===== config.mk =====
export PLATFORM = sky130hd
export DESIGN_NAME = pulse_train_gen
export DESIGN_NICKNAME = d
export VERILOG_FILES = /design/src/rtl/pulse_train_gen.sv
export SDC_FILE = /design/constraint.sdc
export NUM_CORES = 1
export LEC_CHECK = 0
export ABC_AREA = 1
export CELL_PAD_IN_SITES_DETAIL_PLACEMENT = 1
export CELL_PAD_IN_SITES_GLOBAL_PLACEMENT = 1
export CORE_ASPECT_RATIO = 2
export CORE_MARGIN = 2
export CORE_UTILIZATION = 43
export DETAILED_ROUTE_END_ITERATION = 7
export PLACE_DENSITY_LB_ADDON = 0.1
export SLEW_MARGIN = 0
export SYNTH_ARGS = -nofsm -noshare
export SYNTH_HDL_FRONTEND = slang
export SYNTH_SLANG_ARGS = --single-unit

===== constraint.sdc =====
create_clock -name clk_in -period 3.7 [get_ports clk_in]
set_clock_uncertainty 0.05 [all_clocks]
set_input_delay 0.74 -clock clk_in [delete_from_list [all_inputs] [get_ports clk_in]]
set_output_delay 0.74 -clock clk_in [all_outputs]
set_load 0.1 [all_outputs]

===== src/rtl/pulse_train_gen.sv =====
// Programmable pulse-train generator: gap low cycles then width high cycles, num_pulses times.
// Optional continuous repeat via `define PULSE_TRAIN_GEN_REPEAT_EN (adds input repeat_train).
module pulse_train_gen #(
  parameter int CNT_W = 32,
  parameter int NUM_W = 16
) (
  input  logic             clk_in,
  input  logic             rst,
  input  logic             start,
  input  logic             abort,
`ifdef PULSE_TRAIN_GEN_REPEAT_EN
  input  logic             repeat_train,
`endif
  input  logic [CNT_W-1:0] width_cycles,
  input  logic [CNT_W-1:0] gap_cycles,
  input  logic [NUM_W-1:0] num_pulses,
  output logic             out,
  output logic             busy,
  output logic             done,
  output logic [NUM_W-1:0] pulse_count
);

  typedef enum logic [1:0] {IDLE, GAP, HIGH} state_t;

  state_t           state;
  logic [CNT_W-1:0] width_q;
  logic [CNT_W-1:0] gap_q;
  logic [NUM_W-1:0] num_q;
  logic [CNT_W-1:0] cnt;

  logic [CNT_W-1:0] width_eff;
  logic [CNT_W-1:0] gap_eff;
  logic [NUM_W:0]   pc_inc;
  logic [NUM_W-1:0] pc_sat;
  logic             last_pulse;

  always_comb begin
    width_eff  = (width_cycles == '0) ? CNT_W'(1) : width_cycles;
    gap_eff    = (gap_cycles == '0) ? CNT_W'(1) : gap_cycles;
    pc_inc     = {1'b0, pulse_count} + 1'b1;
    pc_sat     = (&pulse_count) ? pulse_count : pc_inc[NUM_W-1:0];
    last_pulse = !(pc_inc < {1'b0, num_q});
  end

  assign busy = (state != IDLE);

  // The counter reloads with value-1 at each phase change and exits on zero.
  // The launch GAP loads the full gap value, which absorbs the latch cycle so
  // the first rise lands one cycle after start + gap.
  always_ff @(posedge clk_in) begin
    if (rst) begin
      state       <= IDLE;
      out         <= 1'b0;
      done        <= 1'b0;
      pulse_count <= '0;
      width_q     <= '0;
      gap_q       <= '0;
      num_q       <= '0;
      cnt         <= '0;
    end else begin
      done <= 1'b0;
      if (abort) begin
        state <= IDLE;
        out   <= 1'b0;
        cnt   <= '0;
      end else begin
        case (state)
          IDLE: begin
            if (start) begin
              width_q     <= width_eff;
              gap_q       <= gap_eff;
              num_q       <= num_pulses;
              pulse_count <= '0;
              if (num_pulses == '0) begin
                done <= 1'b1;
              end else begin
                state <= GAP;
                cnt   <= gap_eff;
              end
            end
          end
          GAP: begin
            if (cnt == '0) begin
              state <= HIGH;
              out   <= 1'b1;
              cnt   <= width_q - 1'b1;
            end else begin
              cnt <= cnt - 1'b1;
            end
          end
          HIGH: begin
            if (cnt == '0) begin
              out         <= 1'b0;
              cnt         <= gap_q - 1'b1;
              pulse_count <= pc_sat;
              if (!last_pulse) begin
                state <= GAP;
              end else begin
                done <= 1'b1;
`ifdef PULSE_TRAIN_GEN_REPEAT_EN
                if (repeat_train) begin
                  state       <= GAP;
                  pulse_count <= '0;
                end else begin
                  state <= IDLE;
                end
`else
                state <= IDLE;
`endif
              end
            end else begin
              cnt <= cnt - 1'b1;
            end
          end
          default: state <= IDLE;
        endcase
      end
    end
  end

endmodule


==> results_dict.tcl <==
set metrics [dict create \
    hold_path_startpoint "num_q[4]" \
    place_area_um2 10600 \
    cts_hold_buffers 0 \
    fill_cells 2999 \
    critPathCaptureType "flip-flop" \
    max-cap-violations 0 \
    critPathLaunch "pulse_count[0]" \
    fin_setup_tns_ns 0 \
    power_density_nw_per_um2 433 \
    worstMarginPinSlew_ns 0.979 \
    start_kind "flip-flop" \
    layout.cells.non_filler 1887 \
    rsz0062_at_grt "no" \
    slew-limit-headroom_pct 34.5 \
    drv_slew 0 \
    clock-sinks 132 \
    post_cts_buffers 0 \
    grt_max_degree 90 \
    cts_tree "yes" \
    die_w_um 108 \
    timing.rr.start "pulse_count[0]" \
    synth_xor_area_share_pct 5.90 \
    clk_latency_ns 0.46 \
    crit_type "flip-flop to flip-flop" \
    netlist-cell-type-count 40 \
    grt_usage_pct 35.0 \
    hp-class "flip-flop to flip-flop" \
    fp.dieH_um 213 \
    yosys_register_bits 132 \
    syn2layout_area_growth_pct 20.2 \
    via_per_inst 5.66 \
    dp_hpwl_um 31000 \
    cp_max_fo 6 \
    final_antenna_net_count 0 \
    postLayoutSetupSlackWorst_ns 0.462 \
    antenna_cells 0 \
    fin_crit_sh_pct 87.5 \
    core.rowCount 76 \
    ctsHtreeMaxLevel 4 \
    drt_pass1_iterations 4 \
    power.switching_mw 1.70 \
    ir_drop_uv 329 \
    layout.nets 1708 \
    clkSlewWorstSetupHoldPaths_ns 0.06 \
    period_minus_slack_ns 3.24 \
    wire_per_inst_um 20.8 \
    multi_input_comb_area_um2 5890 \
    synth_edf_count 0 \
    register_area_um2 2640 \
    p_leak_nw 4.82 \
    dp_cells 1855 \
    drc 0 \
    dieArea_um2 23000 \
    synth-main-ff-cell "dfxtp_1" \
    netlist_area_um2 9360 \
    synthCells 1520 \
    drtIter0Drc 407 \
    grt_pass1_wl_um 59900 \
    timing.hold.ws_ns 0.412 \
    drive_gt1_share_pct 6.01 \
    combPwrFrac_pct 27.0 \
    io_buffers 102 \
    cts_buffer_depth 2 \
    grt_pass1_vias 11400 \
    synth_warnings 0 \
    final_core_util_pct 52.3 \
    numCtsBuffers 17 \
    final-hold-violation-count 0 \
    power.internal_mw 3.17 \
    antenna_found_initial 0 \
    finalPower_mw 4.87 \
    cp_data_arrival_time_ns 3.52 \
    status "finished, final reports clean" \
    p_sw_share_pct 35.0 \
    ys_seq_area_share_pct 28.2 \
    gp_congestion 0.955 \
    cts_root_buf "clkbuf_16" \
    initial_utilization_pct 43.5 \
    syn_avg_cell_area_um2 6.15 \
    synth-compound-area-share_pct 15.6 \
    overflow 0 \
    synth.net_count 1627 \
    pre_cts_ws_ns 0.312 \
    seqPwrFrac_pct 32.9 \
    cts-resized-gates 0 \
    synth_adder_area_share_pct 3.08 \
    drt_wl_total_um 39300 \
    setup_viol 0 \
    fmax_ghz 0.309 \
    synth_top_family_by_area "simple AND/OR/NAND/NOR gates" \
    num_vias 10700 \
    yosys.area_share.simple_pct 38.4 \
    power_frac_clock_pct 40.1 \
    reg2reg_setup_slack_ns 0.46 \
    io_pins 103 \
    core_um2 21500 \
    synthMuxAreaShare_pct 0 \
    worst-endpoint-required_ns 3.98 \
    async_reset_ff_share_pct 0 \
    final_cell_area_um2 11200 \
]
[power groups by stage]
stage          Clock [mW]  Combinational, mW  Sequential [mW]
3_5_place_dp            0               1.29             1.63
3_3_place_gp            0               1.26             1.63
2_1_floorplan           0              0.826             1.61
6_report             1.95               1.32             1.60
5_1_grt              2.02               1.44             1.61
4_1_cts              1.97               1.31             1.60
[synthesized netlist by cell type (9+ instances only)]
| master | instances | area [um2] |
|---|---|---|
| o21ai_0 | 95 | 475 |
| dfxtp_1 | 132 | 2640 |
| inv_1 | 146 | 548 |
| a211oi_1 | 22 | 165 |
| o211ai_1 | 13 | 97.6 |
| nor4_1 | 13 | 81.3 |
| nand3_2 | 10 | 100 |
| xor2_1 | 51 | 447 |
| nand4_1 | 27 | 169 |
| nor3_1 | 11 | 55.1 |
| a21oi_2 | 9 | 78.8 |
| buf_2 | 11 | 55.1 |
| ha_1 | 23 | 288 |
| a21oi_1 | 110 | 551 |
| nor2_1 | 296 | 1110 |
| nand3_1 | 117 | 586 |
| clkbuf_1 | 41 | 154 |
| xnor2_1 | 12 | 105 |
| nor2_2 | 9 | 56.3 |
| nand2_1 | 330 | 1240 |
[final cells by class]
class,count,area share [%]
Multi-Input combinational cell,1181,52.4
Sequential cell,132,23.5
Timing Repair Buffer,118,10.1
Inverter,151,5.07
Clock buffer,20,4.15
Tap cell,273,3.04
Clock inverter,12,1.79
[path summary, 6_finish.rpt]
check | endpoint | cells past startpoint
min | num_q[4] | 2
min reg2reg | num_q[4] | 2
max | state[0] | 16
max reg2reg | state[0] | 16
[critical path, stage by stage (launching register included)]
cell	delay, ns
dfxtp_1	0.43
ha_1	0.20
nand2_1	0.06
inv_1	0.07
nand2_1	0.13
xor2_1	0.18
inv_1	0.10
ha_1	0.31
nand2_1	0.09
o21ai_0	0.65
nand2_1	0.12
o211ai_1	0.24
nand2_1	0.11
nand3_1	0.18
nand2_1	0.08
nand2_1	0.07
a21oi_1	0.05
[metal layers]
layer	global-route usage (%)	vias to the layer above	wire length (um)
met2	66.5	285	21300
met4	29.0	0	3750
li1	-	5122	-
met1	31.4	5121	13000
met5	0	-	0
met3	5.40	160	1230
[cells by family after synthesis]
logic type / count (synthesis)
buffers and inverters: 207
xor gates and xnor gates: 63
DFF: 132
adders and majority gates: 23
AOI/OAI and AO/OA: 263
and+or+nand+nor: 832
[sequential cells by signal, summed over array words and instances, names as in the netlist]
register	flops
cnt	32
gap_q	32
width_q	32
num_q	16
pulse_count	16
state	2
done	1
out	1
[layout by cell type (no fill, tap or decap), types with 2 or more instances in the layout]
cell / count
nand2_1: 330
nor2_1: 296
inv_1: 146
dfxtp_1: 132
nand3_1: 117
a21oi_1: 110
clkdlybuf4s50_1: 99
o21ai_0: 95
xor2_1: 51
nand4_1: 27
ha_1: 23
a211oi_1: 22
buf_4: 18
clkbuf_16: 17
nor4_1: 13
o211ai_1: 13
xnor2_1: 12
nor3_1: 11
nand3_2: 10
nor2_2: 9
a21oi_2: 9
o21bai_1: 7
o21ai_1: 5
bufinv_16: 5
nand3b_1: 4
nor2_4: 3
nand2_4: 3
nand2_2: 3
clkinv_2: 3
clkinv_4: 3
clkbuf_8: 3
inv_2: 2
nor2_8: 2
clkinvlp_4: 2
No activity file was read; power rests on OpenSTA's default activity.
